$ cat src/rtl/control_unit_pkg.sv
// Shared encodings for the accumulator-machine control unit: opcodes, bus/ALU selects, FSM states.
// CU_ILLEGAL_HALT_EN (when defined) makes undefined opcodes halt instead of acting as NOPs.
package control_unit_pkg;

  localparam logic [7:0] OP_LDA_IMM = 8'h86;
  localparam logic [7:0] OP_LDA_DIR = 8'h87;
  localparam logic [7:0] OP_LDB_IMM = 8'h88;
  localparam logic [7:0] OP_LDB_DIR = 8'h89;
  localparam logic [7:0] OP_STA_DIR = 8'h96;
  localparam logic [7:0] OP_STB_DIR = 8'h97;
  localparam logic [7:0] OP_ADD_AB  = 8'h42;
  localparam logic [7:0] OP_SUB_AB  = 8'h43;
  localparam logic [7:0] OP_AND_AB  = 8'h44;
  localparam logic [7:0] OP_OR_AB   = 8'h45;
  localparam logic [7:0] OP_INCA    = 8'h46;
  localparam logic [7:0] OP_DECA    = 8'h48;
  localparam logic [7:0] OP_BRA     = 8'h20;
  localparam logic [7:0] OP_BMI     = 8'h21;
  localparam logic [7:0] OP_BEQ     = 8'h23;
  localparam logic [7:0] OP_BCS     = 8'h27;

  localparam int FLAG_N = 3;
  localparam int FLAG_Z = 2;
  localparam int FLAG_V = 1;
  localparam int FLAG_C = 0;

  typedef enum logic [2:0] {
    ALU_ADD = 3'b000,
    ALU_SUB = 3'b001,
    ALU_AND = 3'b010,
    ALU_OR  = 3'b011,
    ALU_INC = 3'b100,
    ALU_DEC = 3'b101
  } alu_sel_t;

  typedef enum logic [1:0] {
    BUS1_PC = 2'b00,
    BUS1_A  = 2'b01,
    BUS1_B  = 2'b10
  } bus1_sel_t;

  typedef enum logic [1:0] {
    BUS2_ALU  = 2'b00,
    BUS2_BUS1 = 2'b01,
    BUS2_MEM  = 2'b10
  } bus2_sel_t;

  // Shared prefix states (OPR_*, BR_*) are reused by several opcodes; IR picks the branch out.
  typedef enum logic [4:0] {
    S_F0, S_F1, S_F2, S_D3,
    S_OPR_MAR, S_OPR_INC,
    S_LDA_IMM, S_LDB_IMM,
    S_DIR_MAR, S_DIR_WAIT, S_LDA_DIR, S_LDB_DIR,
    S_STA_WR, S_STB_WR,
    S_ADD_AB, S_SUB_AB, S_AND_AB, S_OR_AB, S_INCA, S_DECA,
    S_BR_MAR, S_BR_WAIT, S_BR_LOAD, S_BR_SKIP,
    S_HALT
  } state_t;

  function automatic logic branch_taken(input logic [7:0] op, input logic [3:0] ccr);
    case (op)
      OP_BRA:  return 1'b1;
      OP_BMI:  return ccr[FLAG_N];
      OP_BEQ:  return ccr[FLAG_Z];
      OP_BCS:  return ccr[FLAG_C];
      default: return 1'b0;
    endcase
  endfunction

endpackage

$ cat src/rtl/control_unit_if.sv
// Control word between the control unit (master) and the datapath/memory (slave).
interface control_unit_if;
  import control_unit_pkg::*;

  // No handshake: the control word is valid every cycle and is consumed at the next rising edge.
  logic [7:0] IR;
  logic [3:0] CCR_Result;
  logic       IR_Load;
  logic       MAR_Load;
  logic       PC_Load;
  logic       PC_Inc;
  logic       A_Load;
  logic       B_Load;
  logic       CCR_Load;
  alu_sel_t   ALU_Sel;
  bus1_sel_t  Bus1_Sel;
  bus2_sel_t  Bus2_Sel;
  logic       write;

  modport master (
    input  IR, CCR_Result,
    output IR_Load, MAR_Load, PC_Load, PC_Inc, A_Load, B_Load, CCR_Load,
    output ALU_Sel, Bus1_Sel, Bus2_Sel, write
  );

  modport slave (
    output IR, CCR_Result,
    input  IR_Load, MAR_Load, PC_Load, PC_Inc, A_Load, B_Load, CCR_Load,
    input  ALU_Sel, Bus1_Sel, Bus2_Sel, write
  );
endinterface

$ cat src/rtl/control_unit.sv
// Moore control unit: state register, next-state logic and output decoder.
// Define CU_ILLEGAL_HALT_EN to halt on undefined opcodes; otherwise they retire as NOPs.
module control_unit
  import control_unit_pkg::*;
(
  input  logic           clk,
  input  logic           reset,
  control_unit_if.master cu,
  output state_t         dbg_state
);

  state_t state;
  state_t state_next;
  state_t out_state;

  assign dbg_state = state;

  always_ff @(posedge clk) begin
    if (reset) state <= S_F0;
    else       state <= state_next;
  end

  always_comb begin
    state_next = S_F0;
    case (state)
      S_F0: state_next = S_F1;
      S_F1: state_next = S_F2;
      S_F2: state_next = S_D3;
      S_D3: begin
        case (cu.IR)
          OP_LDA_IMM, OP_LDB_IMM, OP_LDA_DIR, OP_LDB_DIR,
          OP_STA_DIR, OP_STB_DIR:             state_next = S_OPR_MAR;
          OP_ADD_AB:                          state_next = S_ADD_AB;
          OP_SUB_AB:                          state_next = S_SUB_AB;
          OP_AND_AB:                          state_next = S_AND_AB;
          OP_OR_AB:                           state_next = S_OR_AB;
          OP_INCA:                            state_next = S_INCA;
          OP_DECA:                            state_next = S_DECA;
          OP_BRA, OP_BMI, OP_BEQ, OP_BCS:
            state_next = branch_taken(cu.IR, cu.CCR_Result) ? S_BR_MAR : S_BR_SKIP;
`ifdef CU_ILLEGAL_HALT_EN
          default:                            state_next = S_HALT;
`else
          default:                            state_next = S_F0;
`endif
        endcase
      end
      S_OPR_MAR: state_next = S_OPR_INC;
      S_OPR_INC: begin
        case (cu.IR)
          OP_LDA_IMM: state_next = S_LDA_IMM;
          OP_LDB_IMM: state_next = S_LDB_IMM;
          default:    state_next = S_DIR_MAR;
        endcase
      end
      S_DIR_MAR: begin
        case (cu.IR)
          OP_STA_DIR: state_next = S_STA_WR;
          OP_STB_DIR: state_next = S_STB_WR;
          default:    state_next = S_DIR_WAIT;
        endcase
      end
      S_DIR_WAIT: state_next = (cu.IR == OP_LDA_DIR) ? S_LDA_DIR : S_LDB_DIR;
      S_BR_MAR:   state_next = S_BR_WAIT;
      S_BR_WAIT:  state_next = S_BR_LOAD;
      S_HALT:     state_next = S_HALT;
      default:    state_next = S_F0;
    endcase
  end

  // Reset overrides the decoded state so a store caught mid-flight cannot strobe write.
  always_comb begin
    out_state   = reset ? S_F0 : state;
    cu.IR_Load  = 1'b0;
    cu.MAR_Load = 1'b0;
    cu.PC_Load  = 1'b0;
    cu.PC_Inc   = 1'b0;
    cu.A_Load   = 1'b0;
    cu.B_Load   = 1'b0;
    cu.CCR_Load = 1'b0;
    cu.ALU_Sel  = ALU_ADD;
    cu.Bus1_Sel = BUS1_PC;
    cu.Bus2_Sel = BUS2_ALU;
    cu.write    = 1'b0;
    case (out_state)
      S_F0, S_OPR_MAR, S_BR_MAR: begin
        cu.Bus1_Sel = BUS1_PC;
        cu.Bus2_Sel = BUS2_BUS1;
        cu.MAR_Load = 1'b1;
      end
      S_F1, S_OPR_INC, S_BR_SKIP: cu.PC_Inc = 1'b1;
      S_F2: begin
        cu.Bus2_Sel = BUS2_MEM;
        cu.IR_Load  = 1'b1;
      end
      S_LDA_IMM, S_LDA_DIR: begin
        cu.Bus2_Sel = BUS2_MEM;
        cu.A_Load   = 1'b1;
      end
      S_LDB_IMM, S_LDB_DIR: begin
        cu.Bus2_Sel = BUS2_MEM;
        cu.B_Load   = 1'b1;
      end
      S_DIR_MAR: begin
        cu.Bus2_Sel = BUS2_MEM;
        cu.MAR_Load = 1'b1;
      end
      S_STA_WR: begin
        cu.Bus1_Sel = BUS1_A;
        cu.write    = 1'b1;
      end
      S_STB_WR: begin
        cu.Bus1_Sel = BUS1_B;
        cu.write    = 1'b1;
      end
      S_ADD_AB, S_SUB_AB, S_AND_AB, S_OR_AB: begin
        cu.Bus1_Sel = BUS1_B;
        cu.Bus2_Sel = BUS2_ALU;
        cu.A_Load   = 1'b1;
        cu.CCR_Load = 1'b1;
        case (out_state)
          S_SUB_AB: cu.ALU_Sel = ALU_SUB;
          S_AND_AB: cu.ALU_Sel = ALU_AND;
          S_OR_AB:  cu.ALU_Sel = ALU_OR;
          default:  cu.ALU_Sel = ALU_ADD;
        endcase
      end
      S_INCA, S_DECA: begin
        cu.ALU_Sel  = (out_state == S_INCA) ? ALU_INC : ALU_DEC;
        cu.Bus2_Sel = BUS2_ALU;
        cu.A_Load   = 1'b1;
        cu.CCR_Load = 1'b1;
      end
      S_BR_LOAD: begin
        cu.Bus2_Sel = BUS2_MEM;
        cu.PC_Load  = 1'b1;
      end
      default: ;
    endcase
  end

endmodule

$ cat src/flat_wrapper.sv
// flat-port wrapper written by rule: the top's interface ports become plain ports
module control_unit_flat import control_unit_pkg::*;
  (clk, reset, dbg_state, cu_IR, cu_CCR_Result, cu_IR_Load, cu_MAR_Load, cu_PC_Load, cu_PC_Inc, cu_A_Load, cu_B_Load, cu_CCR_Load, cu_ALU_Sel, cu_Bus1_Sel, cu_Bus2_Sel, cu_write);
  control_unit_if cu_i ();
  input  logic clk;
  input  logic reset;
  output state_t dbg_state;
  input wire logic [$bits(cu_i.IR)-1:0] cu_IR;
  input wire logic [$bits(cu_i.CCR_Result)-1:0] cu_CCR_Result;
  output wire logic [$bits(cu_i.IR_Load)-1:0] cu_IR_Load;
  output wire logic [$bits(cu_i.MAR_Load)-1:0] cu_MAR_Load;
  output wire logic [$bits(cu_i.PC_Load)-1:0] cu_PC_Load;
  output wire logic [$bits(cu_i.PC_Inc)-1:0] cu_PC_Inc;
  output wire logic [$bits(cu_i.A_Load)-1:0] cu_A_Load;
  output wire logic [$bits(cu_i.B_Load)-1:0] cu_B_Load;
  output wire logic [$bits(cu_i.CCR_Load)-1:0] cu_CCR_Load;
  output wire logic [$bits(cu_i.ALU_Sel)-1:0] cu_ALU_Sel;
  output wire logic [$bits(cu_i.Bus1_Sel)-1:0] cu_Bus1_Sel;
  output wire logic [$bits(cu_i.Bus2_Sel)-1:0] cu_Bus2_Sel;
  output wire logic [$bits(cu_i.write)-1:0] cu_write;
  assign cu_i.IR = cu_IR;
  assign cu_i.CCR_Result = cu_CCR_Result;
  assign cu_IR_Load = cu_i.IR_Load;
  assign cu_MAR_Load = cu_i.MAR_Load;
  assign cu_PC_Load = cu_i.PC_Load;
  assign cu_PC_Inc = cu_i.PC_Inc;
  assign cu_A_Load = cu_i.A_Load;
  assign cu_B_Load = cu_i.B_Load;
  assign cu_CCR_Load = cu_i.CCR_Load;
  assign cu_ALU_Sel = cu_i.ALU_Sel;
  assign cu_Bus1_Sel = cu_i.Bus1_Sel;
  assign cu_Bus2_Sel = cu_i.Bus2_Sel;
  assign cu_write = cu_i.write;
  control_unit u_core (.clk(clk), .reset(reset), .cu(cu_i), .dbg_state(dbg_state));
endmodule
$ cat config.mk
export PLATFORM = sky130hd
export DESIGN_NAME = control_unit_flat
export DESIGN_NICKNAME = d
export VERILOG_FILES = /design/src/rtl/control_unit_pkg.sv /design/src/rtl/control_unit_if.sv /design/src/rtl/control_unit.sv /design/src/flat_wrapper.sv
export SDC_FILE = /design/constraint.sdc
export NUM_CORES = 1
export LEC_CHECK = 0
export ABC_AREA = 1
export BUFFER_PORTS_ARGS = -buffer_cell sky130_fd_sc_hd__buf_2
export CORE_ASPECT_RATIO = 0.9
export CORE_MARGIN = 5
export CORE_UTILIZATION = 47
export DETAILED_ROUTE_END_ITERATION = 8
export PLACE_DENSITY_LB_ADDON = 0.3
export SLEW_MARGIN = 10
export SYNTH_ARGS = -nofsm -noshare
export SYNTH_HDL_FRONTEND = slang
export SYNTH_SLANG_ARGS = --single-unit
$ cat constraint.sdc
create_clock -name clk -period 1.4 [get_ports clk]
set_clock_uncertainty 0.1 [all_clocks]
set_input_delay 0.21 -clock clk [delete_from_list [all_inputs] [get_ports clk]]
set_output_delay 0.21 -clock clk [all_outputs]
set_load 0.02 [all_outputs]
==> flow_metrics.tcl, run 1 <==
set metrics [dict create \
    seq_area_frac_synth_pct 12.2 \
    netlist_area_sq_um 820 \
    num_rows 14 \
    grt-worst-endpoint "cu_Bus2_Sel[1]" \
    cts-root-buf "clkbuf_4" \
    clockBufferDepth 2 \
    gp_congestion 0.911 \
    synth_cell_type_count 26 \
    syn_avg_cell_area_sq_um 5.06 \
    fp.dieW_microns 54.0 \
    failing_step "global routing" \
    synth_nets 176 \
    io_pins 34 \
    ys_warn_count 0 \
    hpwl_microns 2510 \
    cts_buffers 3 \
    ys_ff_latch 5 \
    start_util_pct 49.2 \
    run_status "stopped before the end" \
    h-tree-depth 1 \
    fp.dieH_microns 49.6 \
    grt_max_degree 8 \
    endpoint_type "output port" \
    place_ws_ns -0.203 \
    clkSinkCount 5 \
    placed_cell_area_sq_mm 0.00134 \
    port_buffers 32 \
    tool.error "[ERROR DPL-0038] Utilization greater than 100%, impossible to legalize" \
    syn_inst 162 \
]
[Yosys cell counts]
master    count  share of area (%)
nand2_1      47                 22
nor2_1       29                 13
inv_1        28                 13
nand3_1      13                7.9
dfxtp_1       5                 12
a21oi_1       4                2.4
nor3_1        4                2.4
o21ai_1       4                2.4
nor2_2        3                2.3
a21oi_2       2                2.1
a31oi_1       2                1.5
inv_2         2               0.92
nand2_2       2                1.5
nor2_4        2                2.7
nor3_2        2                2.4
o211ai_1      2                1.8
o21ai_0       2                1.2
buf_2         1               0.61
buf_4         1               0.92
buf_6         1                1.4
nor3b_1       1               0.92
nor4_1        1               0.76
o21bai_1      1               0.92
o221ai_1      1                1.1
o22ai_1       1               0.76
o31ai_1       1               0.92
[what timing repair did]
| action | CTS |
|---|---|
| gates resized for setup | 53 |
| setup buffers | 3 |
| endpoints found under the setup margin | 19 |
| hold buffers | 0 |
| pin swaps | 19 |
[metrics by stage]
step	TNS [ns]	hold WS [ns]	std cells
2_1_floorplan	-0.403	0.397	162
3_3_place_gp	-0.515	0.519	242
3_5_place_dp	-1.07	0.536	242
4_1_cts	-3.45	0.274	248
[logic make-up after synthesis]
logic type             count (synthesis)  share of synthesized area, %
flip-flops                             5                          12.2
buffers and inverters                 33                          16.6
AND/OR/NAND/NOR                      104                          55.9
AO/OA/AOI/OAI                         20                          15.3
==> inputs of run 2 (changes only) <==
CORE_AREA = 5 5 66 68   (was not set)
CORE_ASPECT_RATIO = not set   (was 0.9)
CORE_MARGIN = not set   (was 5)
CORE_UTILIZATION = not set   (was 47)
DIE_AREA = 0 0 71 73   (was not set)
PLACE_DENSITY_LB_ADDON = 0.15   (was 0.3)
==> run 2 against run 1 <==
  * The flow now finishes, with violations (negative setup slack)
  * Synthesized cell count did not move
  * Synthesized area is the same
==> flow_metrics.tcl, run 2 <==
set metrics [dict create \
    synth_nets 176 \
    cp.required_ns 1.09 \
    utilization_pct 46.7 \
    cts_tree "yes" \
    fillers 406 \
    dr_total_vias 1227 \
    start_util_pct 21.6 \
    cts-root-buf "clkbuf_8" \
    fin_crit_sh_pct 122 \
    netlist_area_sq_um 820 \
    final_area_sq_mm 0.00177 \
    grt_remaining_overflow 0 \
    ir_drop_v 0.000345 \
    layout_common_cells "39 x nand2_1, 34 x buf_4, 19 x buf_2, 19 x buf_6, 17 x inv_1" \
    maxCapViolations 0 \
    drt_iter0_markers 15 \
    synth_cell_type_count 26 \
    violations "negative setup slack" \
    fp.dieW_microns 71 \
    layout_setup_ws_ns -0.303 \
    finalHoldViolations 0 \
    postCtsHoldBufs 0 \
    largest_reg_flops 5 \
    synth_edf_count 0 \
    placed_cell_area_sq_mm 0.00142 \
    drtPass1Iterations 4 \
    syn_inst 162 \
    hold-path-endpoint "u_core.dbg_state[0]" \
    drc_errors 0 \
    max_stage_delay_ns 0.35 \
    hpwl_microns 2470 \
    drv_slew 0 \
    via_per_inst 4.29 \
    run_status "finished, violations left" \
    min_from "cu_CCR_Result[2]" \
    routed_wl_microns 3040 \
    diodes 0 \
    rsz0062_at_grt "yes" \
    worstHoldPathType "primary input to register" \
    placed_cells 275 \
    synth_area_leaders "nand2_1 22%, nor2_1 13%, inv_1 13%" \
    yosysMostFrequentCell "nand2_1" \
    fp.dieH_microns 73 \
    synth_top_area_share_pct 21.5 \
    final-seq-area_sq_um 119 \
    endpoint_kind "output pin" \
    yosys.area.top_type "nand2_1" \
    power.total_uw 909 \
    io_pins 34 \
    layoutNonFillerInstCount 286 \
    slew_headroom_pct 82.2 \
    ys_warn_count 0 \
    ys_ff_latch 5 \
    synth-main-ff-cell "dfxtp_1" \
    ant_nets 0 \
    startpoint_type "register" \
    whs_path_depth 6 \
    fmax_ghz 0.587 \
    drt-wirelength-per-cell_microns 10.6 \
    r2r.worst_path.cells 9 \
    grt_pass1_vias 1214 \
    seq_area_frac_synth_pct 12.2 \
    crit_type "register to output pin" \
    finalCriticalPeriod_ns 1.70 \
    grt_pass1_wl_microns 5150 \
    place_ws_ns -0.163 \
    grt_max_degree 9 \
    port_buffers 32 \
    h-tree-depth 1 \
    syn_to_final_growth_pct 116 \
    cp_cell_sequence "inv_6, nand2_4, buf_12, nor4_4, nor2_1, o221ai_2, buf_4" \
    final_common_cell "nand2_1" \
    crit_fanout 4 \
    core_region_area_sq_mm 0.00380 \
    worst_slew_pin_slew_ns 0.264 \
    clk_pin_slew_worst_paths_ns 0.04 \
    drive_gt1_share_pct 61.9 \
    multi_input_area_sq_um 827 \
    async_flop_share_pct 0 \
    power_leakage_nw 0.886 \
    nets 251 \
    grt_usage_pct 12.1 \
    syn_avg_cell_area_sq_um 5.06 \
    antenna_found_initial 0 \
    clkSinkCount 5 \
    synth_common_cells "47 x nand2_1, 29 x nor2_1, 28 x inv_1" \
    crit_slowest_cell "dfxtp_4" \
    dieArea_sq_mm 0.00518 \
    r2r_slack_ns -0.06 \
    setup_viol 17 \
    power.density_mw_per_mm2 512 \
    clockBufferDepth 2 \
    worstReg2RegStart "u_core.dbg_state[3]" \
    clock_latency_ns 0.22 \
    cts_buffers 3 \
    gp_congestion 0.750 \
    arrival_ns 1.39 \
    r2r-end "u_core.dbg_state[1]" \
    worstSetupStartpoint "u_core.dbg_state[3]" \
    num_rows 23 \
]
==> run 2: cell counts after synthesis <==
No cell type changed its count.
==> run 2: where the power goes <==
group | switching (mW) | leakage (nW) | internal, mW
sequential | 0.0325 | 0.0444 | 0.151
clock | 0.0696 | 0.0255 | 0.191
combinational | 0.248 | 0.816 | 0.217
==> run 2: per-stage QoR <==
step / TNS [ns] / hold WS (ns)
after global placement: -1.13 / 0.530
after CTS: -3.14 / 0.304
final: -3.01 / 0.299
after floorplan: -0.403 / 0.397
after detailed placement: -1.09 / 0.536
after global routing: -4.26 / 0.344
==> run 2: routing by layer <==
layer	routed length [microns]	vias to the layer above	part of all wire (%)	track usage, %
li1	-	661	-	-
met1	1350	538	44	13.7
met2	1520	24	50	23.4
met3	120	4	3.9	2.89
met4	55	0	1.8	1.67
met5	0	-	0	0
==> run 2: timing repair <==
item                                    CTS  global route
pin swaps                                 8            11
endpoints found under the hold margin     0             0
buffers inserted                          6             2
endpoints found under the setup margin   18            20
gates resized for setup                  66            10
==> run 2: cells by family after synthesis <==
kind of cell | after synthesis | synth area share (%)
buf+inv | 33 | 16.6
compound gates | 20 | 15.3
flops | 5 | 12.2
simple gates | 104 | 55.9
==> run 2: worst max path at each step <==
stage,cells after the start,endpoint,slack (ns)
2_1_floorplan,7,cu_Bus2_Sel[1],-0.13
3_3_place_gp,8,cu_Bus2_Sel[1],-0.15
3_5_place_dp,8,cu_Bus2_Sel[1],-0.16
4_1_cts,7,cu_Bus2_Sel[1],-0.31
5_1_grt,7,cu_Bus2_Sel[1],-0.39
6_report,7,cu_Bus2_Sel[1],-0.30
==> run 2: layout make-up <==
cell class	instances	share of cell area (%)
Sequential cell	5	6.70
Inverter	30	7.62
Clock inverter	1	0.282
Tap cell	50	3.53
Timing Repair Buffer	73	32.9
Multi-Input combinational cell	124	46.6
Clock buffer	3	2.33
==> run 2: critical path, delay by kind of cell (launching register included) <==
| family | cells | cell delay, ns |
|---|---|---|
| compound gates | 1 | 0.06 |
| buf+inv | 3 | 0.36 |
| flops | 1 | 0.35 |
| simple gates | 3 | 0.40 |
No activity file was read; power rests on OpenSTA's default activity.
